`src/rtl/tile_render_engine.sv`:
```
`default_nettype none
// tile_render_engine: one 2048 tile with state palette, centred 2^state digits and a pop border.
// A double-dabble FSM produces the digits; results commit at frame_start only while idle.

module font_rom #(
   parameter int FONT_W = 16,
   parameter int FONT_H = 32
) (
   input  logic [3:0]        code,
   input  logic [11:0]       row,
   output logic [FONT_W-1:0] output_row
);
   localparam int M = 2;
   localparam int T = (FONT_W / 8 > 0) ? FONT_W / 8 : 1;

   logic [6:0] seg;
   int         r;
   logic       ra, rg, rd, ru, rl, hl, lc, rc;

   // Seven-segment glyphs scaled to the font box; segment order is a..g from bit 6 down.
   always_comb begin
      case (code)
         4'd0:    seg = 7'h7E;
         4'd1:    seg = 7'h30;
         4'd2:    seg = 7'h6D;
         4'd3:    seg = 7'h79;
         4'd4:    seg = 7'h33;
         4'd5:    seg = 7'h5B;
         4'd6:    seg = 7'h5F;
         4'd7:    seg = 7'h70;
         4'd8:    seg = 7'h7F;
         4'd9:    seg = 7'h7B;
         default: seg = 7'h00;
      endcase
      r  = int'(row);
      ra = (r >= M) && (r < M + T);
      rg = (r >= FONT_H / 2 - 1) && (r < FONT_H / 2 + 1);
      rd = (r >= FONT_H - M - T) && (r < FONT_H - M);
      ru = (r >= M) && (r < FONT_H / 2 + 1);
      rl = (r >= FONT_H / 2 - 1) && (r < FONT_H - M);
      hl = 1'b0;
      lc = 1'b0;
      rc = 1'b0;
      output_row = '0;
      for (int c = 0; c < FONT_W; c++) begin
         hl = (c >= M) && (c < FONT_W - M);
         lc = (c >= M) && (c < M + T);
         rc = (c >= FONT_W - M - T) && (c < FONT_W - M);
         output_row[FONT_W-1-c] = (seg[6] & ra & hl) | (seg[5] & ru & rc) | (seg[4] & rl & rc) |
                                  (seg[3] & rd & hl) | (seg[2] & rl & lc) | (seg[1] & ru & lc) |
                                  (seg[0] & rg & hl);
      end
   end
endmodule

module tile_render_engine #(
   parameter int X0          = 0,
   parameter int Y0          = 0,
   parameter int TILE_SIZE   = 148,
   parameter int FONT_W      = 16,
   parameter int FONT_H      = 32,
   parameter int ANIM_FRAMES = 8,
   parameter int BORDER_W    = 4
) (
   input  logic        clk,
   input  logic        rst_n,
   input  logic [3:0]  state,
   input  logic [11:0] h_cnt,
   input  logic [11:0] v_cnt,
   input  logic        frame_start,
   output logic [11:0] vga_data,
   output logic        in_tile,
   output logic        busy
);
   localparam int CW = (FONT_W > 1) ? $clog2(FONT_W) : 1;
   localparam int GY = Y0 + (TILE_SIZE - FONT_H) / 2;
   localparam logic [FONT_W-1:0] COL0_MASK = {1'b1, {(FONT_W-1){1'b0}}};

   typedef enum logic [1:0] {IDLE, LOAD, SHIFT, DONE} fsm_t;

   fsm_t        fsm;
   logic [3:0]  conv_state, shadow_state, com_state, sh_cnt;
   logic [13:0] bin;
   logic [15:0] bcd, bcd_adj, shadow_bcd, com_bcd;
   logic [2:0]  shadow_ndig, com_ndig, done_ndig;
   logic [7:0]  anim_cnt;

   always_comb begin
      bcd_adj = bcd;
      for (int i = 0; i < 4; i++) begin
         if (bcd[4*i +: 4] >= 4'd5) bcd_adj[4*i +: 4] = bcd[4*i +: 4] + 4'd3;
      end
      if (conv_state == 4'd0)        done_ndig = 3'd0;
      else if (bcd[15:12] != 4'd0)   done_ndig = 3'd4;
      else if (bcd[11:8] != 4'd0)    done_ndig = 3'd3;
      else if (bcd[7:4] != 4'd0)     done_ndig = 3'd2;
      else                           done_ndig = 3'd1;
   end

   always_ff @(posedge clk or negedge rst_n) begin
      if (!rst_n) begin
         fsm          <= IDLE;
         busy         <= 1'b0;
         conv_state   <= 4'd0;
         shadow_state <= 4'd0;
         sh_cnt       <= 4'd0;
         bin          <= '0;
         bcd          <= '0;
         shadow_bcd   <= '0;
         shadow_ndig  <= 3'd0;
      end else begin
         case (fsm)
            IDLE: begin
               if (state != shadow_state) begin
                  fsm  <= LOAD;
                  busy <= 1'b1;
               end
            end
            LOAD: begin
               bin        <= (state == 4'd0) ? 14'd0 : (14'd1 << state);
               bcd        <= '0;
               sh_cnt     <= 4'd0;
               conv_state <= state;
               fsm        <= SHIFT;
            end
            SHIFT: begin
               if (state != conv_state) begin
                  fsm <= LOAD;
               end else begin
                  {bcd, bin} <= {bcd_adj, bin} << 1;
                  sh_cnt     <= sh_cnt + 4'd1;
                  if (sh_cnt == 4'd13) fsm <= DONE;
               end
            end
            DONE: begin
               shadow_bcd   <= bcd;
               shadow_ndig  <= done_ndig;
               shadow_state <= conv_state;
               fsm          <= IDLE;
               busy         <= 1'b0;
            end
            default: begin
               fsm  <= IDLE;
               busy <= 1'b0;
            end
         endcase
      end
   end

   // Commit happens only at frame boundaries so a frame never mixes two values.
   always_ff @(posedge clk or negedge rst_n) begin
      if (!rst_n) begin
         com_state <= 4'd0;
         com_bcd   <= '0;
         com_ndig  <= 3'd0;
         anim_cnt  <= 8'd0;
      end else if (frame_start) begin
         if (fsm == IDLE) begin
            com_state <= shadow_state;
            com_bcd   <= shadow_bcd;
            com_ndig  <= shadow_ndig;
         end
         if (fsm == IDLE && shadow_state > com_state && shadow_state != 4'd0)
            anim_cnt <= 8'(ANIM_FRAMES);
         else if (anim_cnt != 8'd0)
            anim_cnt <= anim_cnt - 8'd1;
      end
   end

   int          h, v, txt_w, dx, dy, slot, digit_idx;
   logic [11:0] gx;
   logic        tile_hit, border_hit, glyph_hit;
   logic [3:0]  code;

   always_comb begin
      h          = int'(h_cnt);
      v          = int'(v_cnt);
      txt_w      = int'(com_ndig) * FONT_W;
      gx         = 12'(X0 + (TILE_SIZE - txt_w) / 2);
      dx         = h - int'(gx);
      dy         = v - GY;
      tile_hit   = (h >= X0) && (h < X0 + TILE_SIZE) && (v >= Y0) && (v < Y0 + TILE_SIZE);
      border_hit = tile_hit && ((h - X0 < BORDER_W) || (h - X0 >= TILE_SIZE - BORDER_W) ||
                                (v - Y0 < BORDER_W) || (v - Y0 >= TILE_SIZE - BORDER_W));
      glyph_hit  = tile_hit && (dx >= 0) && (dx < txt_w) && (dy >= 0) && (dy < FONT_H);
      slot       = dx / FONT_W;
      digit_idx  = int'(com_ndig) - 1 - slot;
      code       = 4'hF;
      if (glyph_hit) begin
         case (digit_idx)
            0:       code = com_bcd[3:0];
            1:       code = com_bcd[7:4];
            2:       code = com_bcd[11:8];
            3:       code = com_bcd[15:12];
            default: code = 4'hF;
         endcase
      end
   end

   logic              tile_q, glyph_q, border_q;
   logic [CW-1:0]     col_q;
   logic [3:0]        code_q;
   logic [11:0]       row_q;
   logic [FONT_W-1:0] font_row;
   logic              pix;

   always_ff @(posedge clk or negedge rst_n) begin
      if (!rst_n) begin
         tile_q   <= 1'b0;
         glyph_q  <= 1'b0;
         border_q <= 1'b0;
         col_q    <= '0;
         code_q   <= 4'hF;
         row_q    <= '0;
      end else begin
         tile_q   <= tile_hit;
         glyph_q  <= glyph_hit;
         border_q <= border_hit;
         col_q    <= CW'(dx % FONT_W);
         code_q   <= code;
         row_q    <= 12'(dy);
      end
   end

   font_rom #(.FONT_W(FONT_W), .FONT_H(FONT_H)) u_font (
      .code       (code_q),
      .row        (row_q),
      .output_row (font_row)
   );

   assign pix = glyph_q && |(font_row & (COL0_MASK >> col_q));

   function automatic logic [11:0] bg_color(input logic [3:0] s);
      case (s)
         4'd0:    return 12'h000;
         4'd1:    return 12'hEED;
         4'd2:    return 12'hEEC;
         4'd3:    return 12'hFB7;
         4'd4:    return 12'hF96;
         4'd5:    return 12'hF75;
         4'd6:    return 12'hF53;
         4'd7:    return 12'hED7;
         4'd8:    return 12'hEC6;
         4'd9:    return 12'hEC5;
         4'd10:   return 12'hEC3;
         4'd11:   return 12'hEC2;
         default: return 12'h333;
      endcase
   endfunction

   function automatic logic [11:0] fg_color(input logic [3:0] s);
      case (s)
         4'd0:       return 12'h000;
         4'd1, 4'd2: return 12'h766;
         default:    return 12'hFFF;
      endcase
   endfunction

   always_ff @(posedge clk or negedge rst_n) begin
      if (!rst_n) begin
         vga_data <= 12'h000;
         in_tile  <= 1'b0;
      end else if (!tile_q) begin
         vga_data <= 12'h000;
         in_tile  <= 1'b0;
      end else begin
         in_tile <= 1'b1;
         if (border_q && anim_cnt != 8'd0) vga_data <= 12'hFFF;
         else if (pix)                     vga_data <= fg_color(com_state);
         else                              vga_data <= bg_color(com_state);
      end
   end
endmodule
`default_nettype wire

```
`config.mk`:
```
export PLATFORM = sky130hd
export DESIGN_NAME = tile_render_engine
export DESIGN_NICKNAME = d
export VERILOG_FILES = /design/src/rtl/tile_render_engine.sv
export SDC_FILE = /design/constraint.sdc
export NUM_CORES = 1
export LEC_CHECK = 0
export CAP_MARGIN = 5
export CORE_MARGIN = 3
export CORE_UTILIZATION = 25
export DETAILED_ROUTE_END_ITERATION = 7
export PLACE_DENSITY_LB_ADDON = 0.1
export SLEW_MARGIN = 0
export SYNTH_ARGS = -nofsm -noshare
export SYNTH_HDL_FRONTEND = slang
export SYNTH_SLANG_ARGS = --single-unit
```
`constraint.sdc`:
```
create_clock -name clk -period 6.3 [get_ports clk]
set_clock_uncertainty 0.2 [all_clocks]
set_input_delay 0.945 -clock clk [delete_from_list [all_inputs] [get_ports clk]]
set_output_delay 0.945 -clock clk [all_outputs]
set_load 0.02 [all_outputs]
```
== Word-level counts from Yosys, hierarchy flattened ==
Memories as Yosys holds them, arrays and structs flattened.
Cells that the tools add are included.

* Bits in registers: 131
* Latch bits: 0
* RAM bits: 0
* Memory bits (read-only): 304
* Word-level logic and storage cells: 161
* Memories kept: 2

{| class="wikitable"
|+ Memories
! memory !! depth !! bits a word !! read ports !! clocked after Yosys merged registers in !! write ports !! line !! text
|-
| (name not given) || 16 || 12 || 1 || 0 || 0 || 234 || <nowiki>case (s)</nowiki>
|-
| (name not given) || 16 || 7 || 1 || 0 || 0 || 22 || <nowiki>case (code)</nowiki>
|}

* Add/subtract/negate cells: 13
* Multiply operators: 0
* Divide/modulo/power cells: 0
* $lt $le $gt $ge: 21
* Eq/ne operators: 14
* Shifts and indexed selects: 2
* Mux-type cells: 30
* Bitwise operators: 19
* Reduce and logical (&&, ||, !) cells: 39

{| class="wikitable"
|+ Operators by type and width
! kind !! count
|-
| == test 32 x 2 -> 1 bit, second input constant || 2
|-
| less-than comparator 12 x 3 -> 1 bit, second input constant || 3
|-
| 2-to-1 mux 12 bit || 3
|-
| adder 32 x 1 -> 32 bit || 1
|-
| == test 32 x 1 -> 1 bit, second input constant || 1
|-
| zero test 32 bit || 1
|-
| case mux 16 bit (2 select lines) || 1
|-
| subtractor 4 x 32 -> 32 bit || 1
|-
| 2-to-1 mux 14 bit || 2
|-
| case mux 14 bit (2 select lines) || 1
|-
| >= comparator 13 x 1 -> 1 bit, second input constant || 2
|-
| >= comparator 12 x 8 -> 1 bit, second input constant || 2
|-
| less-than comparator 12 x 5 -> 1 bit, second input constant || 2
|-
| less-than comparator 12 x 8 -> 1 bit, second input constant || 2
|-
| case mux 12 bit (2 select lines) || 1
|-
| 2-to-1 mux 4 bit || 5
|-
| AND 14 x 16 -> 16 bit || 1
|-
| >= comparator 4 x 3 -> 1 bit, second input constant || 4
|-
| 2-to-1 mux 16 bit || 1
|-
| 2-to-1 mux 8 bit || 2
|-
| case mux 4 bit (4 select lines) || 1
|-
| nonzero test 4 bit || 4
|-
| OR reduction 16 bit || 1
|-
| right shift 16 x 4 -> 16 bit, first input constant || 1
|-
| 41 further kinds || 93
|}

== Longest topological paths before layout ==
Gate-level depths: netlist of run 1.

* Word-level depth: 13
* Gate-level depth with buffers: 24
* Depth with buffers taken out: 24

== Hierarchy ==
A second synthesis of run 1 with hierarchy kept.

* Cells, all modules: 813
* Area total of the unflattened synthesis: 7841.3 µm²

{| class="wikitable"
|+ By module, submodules not included
! module !! times used !! cells each !! area each (µm²) !! sequential area each (µm²)
|-
| tile_render_engine || 1 || 745 || 7365.8 || 3283.1
|-
| font_rom || 1 || 68 || 475.5 || 0.0
|}

== Least setup slack after synthesis of run 1 ==
Ideal clock, no wire load.

* Kind: input-to-reg
* Start: input port h_cnt[3]
* End: register code_q[0]
* Setup time: 0.092 ns
* Arrival time: 5.698 ns
* Required time: 6.008 ns
* Setup slack: 0.309 ns
* Stages: 22
* Buffers on the path: 0
* Cells stage by stage: ha_1 > nor2b_1 > o21ai_1 > a21boi_1 > o21a_1 > or3_1 > or3_1 > xnor2_1 > ha_1 > inv_1 > ha_1 > or2_2 > nand2_1 > a21oi_1 > or3_1 > ha_1 > nor4b_1 > o221ai_1 > a2111oi_2 > o2111ai_1 > a2111oi_2 > nand2b_1

* Cells in the longest elaborated chain, start to end: 8
* Elaborated cells on any way between the ends: 19
* Those cells by class: add/sub (3); order compare (3); eq/ne (3); mux (2); bitwise (1); reduce/logical (7)

{| class="wikitable"
|+ Ends and longest elaborated chain
! element !! line !! text
|-
| from (decl) || 68 || <nowiki>input logic [11:0] h_cnt,</nowiki>
|-
| subtractor 12 x 12 -> 13 bit || 180 || <nowiki>dx = h - int'(gx);</nowiki>
|-
| OR reduction 4 bit (no line) || - ||
|-
| AND 1 bit (no line) || - ||
|-
| adder 32 x 1 -> 32 bit (no line) || - ||
|-
| subtractor 4 x 32 -> 32 bit || 187 || <nowiki>digit_idx = int'(com_ndig) - 1 - slot;</nowiki>
|-
| == test 32 x 2 -> 1 bit, or another cell as far along || 190 || <nowiki>case (digit_idx)</nowiki>
|-
| case mux 4 bit (4 select lines) || 190 ||
|-
| 2-to-1 mux 4 bit (*) || 189 || <nowiki>if (glyph_hit) begin</nowiki>
|-
| named net code[0] || 173 || <nowiki>logic [3:0] code;</nowiki>
|-
| to (signal assigned) || 220 || <nowiki>code_q <= code;</nowiki>
|-
| to (decl) || 202 || <nowiki>logic [3:0] code_q;</nowiki>
|}

Mark *: on every way through the listed nets, which the timed path passes. The rest lies on a longest branch.
A chain may end at the register's enable or synchronous reset.

== Worst setup path in the final report of run 1 ==
* Start: input port h_cnt[6]
* End: register code_q[3]

* Cells in the longest elaborated chain, start to end: 7
* Elaborated cells on any way between the ends: 18
* Those cells by class: add/sub (3); order compare (3); eq/ne (3); mux (2); bitwise (1); reduce/logical (6)

{| class="wikitable"
|+ Ends and longest elaborated chain
! element !! line
|-
| subtractor 12 x 12 -> 13 bit / less-than comparator 12 x 8 -> 1 bit (equally long branches) || 180, 182
|-
| AND 1 bit (no line), or another cell as far along || -
|-
| adder 32 x 1 -> 32 bit (no line) / logical AND 1 bit (equally long branches) || -
|-
| subtractor 4 x 32 -> 32 bit / logical AND 1 bit (equally long branches) || 187, 185
|-
| == test 32 x 2 -> 1 bit, or another cell as far along || 190
|-
| case mux 4 bit (4 select lines) / logical AND 1 bit (equally long branches) || 190, 185
|-
| 2-to-1 mux 4 bit (*) || 189
|-
| named net code[3] || 173
|}

Marks and branches as above.

==> impl_metrics.toml, run 1 <==
[floorplanning]
num_io_pins = 45
coreArea_mm2 = 0.03003
die_h_um = 181.7
die_x_um = 181.7
die-area_mm2 = 0.03301
num_rows = 63
start_util_pct = 25.69

[worst_setup_path]
cp_slowest_stage_delay_ns = 0.46
r2r-end = "code_q[3]$_DFF_PN1_"
crit_required_ns = 6.44
reg2reg_depth = 24
cpMostUsedCell = "ha_1"
critPathLaunchType = "input port"
cp-end-kind = "register"
critical_path_class = "in -> reg"
crit_arrival_ns = 6.03
crit_slowest_cell = "clkdlybuf4s50_1"
r2r_start = "com_ndig[2]$_DFFE_PN0P_"
reg2reg_slack_ns = 0.52
path_cells = "clkdlybuf4s50_1 > ha_1 > or2_2 > or3_1 > or3_1 > xnor2_1 > ha_1 > inv_1 > ha_1 > or2_2 > nand2_1 > a21oi_2 > or3_1 > ha_1 > nor4b_2 > o221ai_1 > a2111oi_2 > o2111ai_1 > a2111oi_2 > buf_4 > nand2b_1"
crit_family = "simple AND/OR/NAND/NOR gates"
critPathBufInv = 3
crit_fanout = 5

[synth]
synth_top_area_share_pct = 40.86
synthCells = 770
synth_seq_area_share_pct = 42.22
syn_area_mm2 = 0.007716
yosysUniqueCellTypes = 77
ys_ff_latch = 130
async_reset_ff_share_pct = 100.0
synth.avg_cell_area_um2 = 10.02
ys_warn_count = 0
synth-edff-count = 0
dominantRegCellSynth = "dfrtp_1"
synthTopCellsByArea = "dfrtp_1 41%, ha_1 9.6%, o21ai_0 4.7%"
synth_area_leader_cell = "dfrtp_1"
synth_nets = 862

[cts]
htreeDepth = 4
cts_buffers = 17
postCtsHoldBufs = 0
cts_sinks = 130
clock_latency_ns = 0.42
cts_tree = "done"
cts-root-buf = "clkbuf_16"
clockBufferDepth = 2
path_clk_slew_ns = 0.07

[drt]
drt_iter0_markers = 280
ant_nets = 0
vias = 5837
drc = 0
postRouteWirelength_mm = 18.73
vias_per_cell = 4.647
first_pass_iters = 4
wl_per_cell_um = 14.91

[pwr]
combPwrFrac_pct = 43.1
vdd_ir_drop_max_uv = 179.5
p_clk_share_pct = 26.8
cellPowerDensity_mw_per_mm2 = 395.2
power.leakage_nw = 4.224
p_int_w = 0.002288
p_sw_share_pct = 39.68
power_switching_w = 0.001505
seqPwrFrac_pct = 30.1

[run_status]
outcome = "complete, no violations"

[sta]
rsz0062_at_grt = "no"
drv_slew = 0
hold_viol_final = 0
fin_crit_sh_pct = 93.56
finalSetupViolCount = 0
max_slew.worst_pin.slew_ns = 0.8669
setup_slack_ns = 0.4055
max_freq_mhz = 169.7
relSlewSlack_pct = 42.02
finalCriticalPeriod_ns = 5.894

[finish]
fin_util_pct = 31.96
synthToLayoutAreaGrowth_pct = 24.39
fillCellCount = 3064
nets = 945
final_cell_mix = "126 x dfrtp_1, 68 x o21ai_0, 62 x inv_1"
drive_above_1_share_pct = 19.63
final_common_cell = "dfrtp_1"
diodes = 0

[placement]
place.gp.congestion = 0.7621
port_buffers = 44
dpl_worst_slack_ns = -0.7463
post-dp-hpwl_mm = 13.63

[grt]
grt_pass1_wl_mm = 31.48
antenna_found_initial = 0
grt_overflow_total = 0
grt_max_degree = 67
grt_usage_pct = 11.60
grt_pass1_vias = 6038

[hold_path]
min_path_type = "reg -> reg"
holdPathStages = 0
hold_start = "tile_q$_DFF_PN0_"
whs_endpoint = "in_tile$_DFF_PN0_"

[flow_run]
drv_cap = 0
synth_stat cells, types with 3 or more instances:
cell type,number
a21oi_1,40
a221oi_2,11
a22o_1,3
a22oi_1,11
a31oi_1,5
a32o_1,4
and2_1,3
and3_1,4
clkbuf_1,25
dfrtp_1,126
dfstp_2,4
ha_1,59
inv_1,62
mux2_2,31
mux2i_1,8
mux4_2,4
nand2_1,47
nand2b_1,18
nand3_1,23
nand4_1,3
nor2_1,47
nor2b_1,6
nor3_1,14
nor3b_1,8
nor4_1,8
o2111ai_1,6
o21a_1,10
o21ai_0,73
o31ai_1,5
or2_2,4
or3_1,9
or4_1,3
xnor2_1,20
xor2_1,13
cells by family (layout without fill, tap and decap cells):
logic type | Yosys count | count (layout) | share of synthesized area, %
adders and majority gates | 61 | 61 | 10.09
AOI/OAI and AO/OA | 197 | 197 | 17.56
and+or+nand+nor | 212 | 212 | 14.71
muxes | 44 | 44 | 6.924
DFF | 130 | 130 | 42.22
buffers and inverters | 93 | 189 | 4.751
xor gates and xnor gates | 33 | 33 | 3.746
worst max-delay path by stage:
stage,from,endpoint,slack [ns],cells after the start
floorplan,h_cnt[3],code_q[0]$_DFF_PN1_,0.31,22
detailed placement,h_cnt[3],code_q[3]$_DFF_PN1_,-0.75,26
finish,h_cnt[6],code_q[3]$_DFF_PN1_,0.41,21
global placement,h_cnt[3],code_q[3]$_DFF_PN1_,-0.64,26
global route,h_cnt[6],code_q[3]$_DFF_PN1_,0.12,21
CTS,h_cnt[3],code_q[3]$_DFF_PN1_,0.01,27
layer usage:
layer,global-route usage (%),up-vias,routed length [um]
met2,19.66,55,9063
met3,2.143,14,438
met4,3.016,0,201
met1,15.25,2847,9029
li1,-,2921,-
met5,0,-,0
power by group through the flow:
stage                     clock network (W)  logic, W  registers [W]
after global routing                0.00108   0.00186        0.00117
after global placement                    0   0.00152        0.00115
final                               0.00102   0.00163        0.00114
after detailed placement                  0   0.00156        0.00115
after floorplan                           0   0.00110        0.00109
after CTS                           0.00105   0.00159        0.00114
area by class of cell:
| cell class | count | area (um^2) | area share [%] |
|---|---|---|---|
| timing repair buffer | 94 | 825.8 | 8.604 |
| sequential | 130 | 3258 | 33.95 |
| inverter | 63 | 236.5 | 2.464 |
| clock inverter | 15 | 181.4 | 1.890 |
| clock buffer | 17 | 425.4 | 4.432 |
| tap | 390 | 488.0 | 5.084 |
| multi-input combinational | 547 | 4183 | 43.58 |
through the flow:
stage                     total power, W  TNS, ns  hold slack (ns)  instances  area [um^2]
after detailed placement        0.002710   -2.935           0.1751       1222         8872
final                           0.003793        0           0.1813       1256         9598
after CTS                       0.003780        0           0.1903       1255         9497
after global routing            0.004114        0           0.2048       1256         9598
after global placement          0.002673   -2.542           0.1674       1222         8872
after floorplan                 0.002185        0           0.1537        770         7716
state kept, by name (all words and copies together) (netlist names), 2 cells and up:
register / cells
com_ndig: 3
shadow_state: 4
com_state: 4
shadow_bcd: 16
vga_data: 12
bcd: 16
anim_cnt: 8
code_q: 4
row_q: 12
bin: 14
shadow_ndig: 3
sh_cnt: 4
col_q: 3
fsm: 2
conv_state: 4
com_bcd: 16
timing repair:
item	in CTS	in global routing
endpoints found under the setup margin	4	4
pin swaps	2	14
setup buffers	1	1
gates resized for setup	5	22
(Power assumes the default switching activity.)
==> inputs of run 2 (changes only) <==
- CORE_MARGIN: 3 -> 5
==> run 2 against run 1 <==
  * Global-route usage down 0.27 points
  * Fmax up 0.90%
  * Wire length up 0.30%
  * Worst hold slack worse by 0.0047 ns
  * Die area up 4.5%
  * Non-clock buffer count up 5
  * Combinational power about the same
  * Largest power group unchanged
  * Clock power about the same
  * Sequential share of layout area about the same
  * Clock-buffer cell count unchanged
  * Setup slack better by 0.052 ns
  * Via count down 0.33%
==> impl_metrics.toml, run 2 (same netlist as run 1, synthesis figures left out) <==
[run_status]
outcome = "complete, no violations"

[worst_setup_path]
cp_slowest_stage_delay_ns = 0.46
critPathLaunchType = "input port"
reg2reg_depth = 24
reg2reg_slack_ns = 0.58
r2r_start = "com_ndig[2]$_DFFE_PN0P_"
cpMostUsedCell = "buf_4"
crit_fanout = 4
crit_required_ns = 6.44
r2r-end = "code_q[3]$_DFF_PN1_"
path_cells = "clkdlybuf4s50_1 > ha_1 > or2_2 > buf_4 > nor3b_4 > o41a_1 > fa_2 > fa_2 > a21boi_2 > o21a_1 > o21a_1 > o21ai_2 > a21boi_0 > o21ai_1 > buf_4 > nand2_1 > ha_1 > nor4_2 > nand4_1 > a2111oi_2 > o2111ai_1 > a2111oi_2 > buf_4 > nand2b_1"
cp-end-kind = "register"
crit_slowest_cell = "clkdlybuf4s50_1"
crit_arrival_ns = 5.98
critical_path_class = "in -> reg"

[drt]
first_pass_iters = 4
wl_per_cell_um = 14.83
postRouteWirelength_mm = 18.79
ant_nets = 0
vias_per_cell = 4.592
drt_iter0_markers = 222
drc = 0
vias = 5818

[sta]
max_freq_mhz = 171.2
max_slew.worst_pin.slew_ns = 0.9086
hold_slack_ns = 0.1766
finalCriticalPeriod_ns = 5.842
finalSetupViolCount = 0
rsz0062_at_grt = "no"
drv_slew = 0
tns_ns = 0
relSlewSlack_pct = 39.24
fin_crit_sh_pct = 92.73
hold_viol_final = 0

[finish]
final_cell_mix = "126 x dfrtp_1, 68 x o21ai_0, 62 x inv_1"
diodes = 0
ff_latch_area_mm2 = 0.003258
fin_cells = 1267
nets = 950
synthToLayoutAreaGrowth_pct = 24.53
final_common_cell = "dfrtp_1"
fillCellCount = 3166
reg_top3 = "bcd: 16 flops, com_bcd: 16 flops, shadow_bcd: 16 flops"
multi_input_area_mm2 = 0.004165
design_area_mm2 = 0.009609
drive_above_1_share_pct = 19.63

[placement]
place.gp.congestion = 0.7687
dpl.cell_count = 1233
port_buffers = 44
postPlaceCellArea_mm2 = 0.008921
post-dp-hpwl_mm = 13.68

[cts]
clock_latency_ns = 0.43
clockBufferDepth = 2
cts_tree = "done"
htreeDepth = 4
cts_sinks = 130
postCtsHoldBufs = 0
cts-root-buf = "clkbuf_16"
cts_buffers = 17
path_clk_slew_ns = 0.06

[floorplanning]
die_h_um = 185.7
start_util_pct = 25.29
die_x_um = 185.7
die-area_mm2 = 0.03448
num_io_pins = 45
num_rows = 64
coreArea_mm2 = 0.03051

[pwr]
power.total_w = 0.003770
power.leakage_nw = 4.241
vdd_ir_drop_max_uv = 198.4
cellPowerDensity_mw_per_mm2 = 392.3

[hold_path]
min_path_type = "reg -> reg"
holdPathStages = 0
whs_endpoint = "in_tile$_DFF_PN0_"
hold_start = "tile_q$_DFF_PN0_"

[grt]
grt_usage_pct = 11.33
grt_pass1_vias = 5919
antenna_found_initial = 0
grt_pass1_wl_mm = 31.22
grt_overflow_total = 0
grt_max_degree = 85

[flow_run]
drv_cap = 0
==> run 2: cell count changes in the layout (fill, tap and decap cells not counted), sizes merged <==
cell    previous run  this run
buf               51        56
clkinv             3         4
inv               73        72
==> run 2: timing repair <==
item,4_1_cts,5_1_grt
gates resized for setup,3,20
buffers inserted,1,1
pin swaps,1,13
gates cloned,0,0
endpoints found under the setup margin,4,4
==> run 2: per-layer routing <==
metal / track usage, % / wire length, um / vias to the layer above / share of wire, %
met5: 0 / 0 / - / 0
met1: 15.46 / 9190 / 2788 / 49
li1: - / - / 2949 / -
met4: 3.177 / 196 / 0 / 1.0
met2: 18.23 / 8761 / 70 / 47
met3: 2.404 / 641 / 11 / 3.4
==> run 2: critical path, delay by kind of cell <==
| family | cells | cell delay (ns) |
|---|---|---|
| buffers and inverters | 4 | 0.96 |
| and+or+nand+nor | 6 | 1.03 |
| adders and majority gates | 4 | 0.97 |
| AOI/OAI and AO/OA | 10 | 2.08 |
==> run 2: area by class of cell <==
type	count	share of cell area [%]
Multi-Input combinational cell	547	43.35
Sequential cell	130	33.91
Timing Repair Buffer	99	9.023
Tap cell	396	5.156
Clock buffer	17	4.427
Inverter	63	2.461
Clock inverter	15	1.680
==> run 2: power breakdown <==
part / leakage [nW] / total [W] / switching [W] / internal [W]
clock network: 0.288 / 0.000994 / 0.000431 / 0.000563
registers: 1.69 / 0.00114 / 0.000166 / 0.000976
logic: 2.26 / 0.00163 / 0.000889 / 0.000745
==> run 2: per-stage QoR <==
stage	setup WS, ns	util [%]
final	0.4579	31.50
after global routing	0.1078	31.50
after CTS	0.05988	31.20
after detailed placement	-0.7552	29.24
after global placement	-0.7258	29.24
after floorplan	0.3094	-
==> run 2: worst max-delay path by stage <==
stage                  start                  end  depth (start not counted)  slack [ns]
finish              h_cnt[6]  code_q[3]$_DFF_PN1_                         24        0.46
global route        h_cnt[6]  code_q[3]$_DFF_PN1_                         24        0.11
CTS                 h_cnt[3]  code_q[3]$_DFF_PN1_                         24        0.06
detailed placement  h_cnt[3]  code_q[3]$_DFF_PN1_                         26       -0.76
global placement    h_cnt[3]  code_q[2]$_DFF_PN1_                         26       -0.73
floorplan           h_cnt[3]  code_q[0]$_DFF_PN1_                         22        0.31
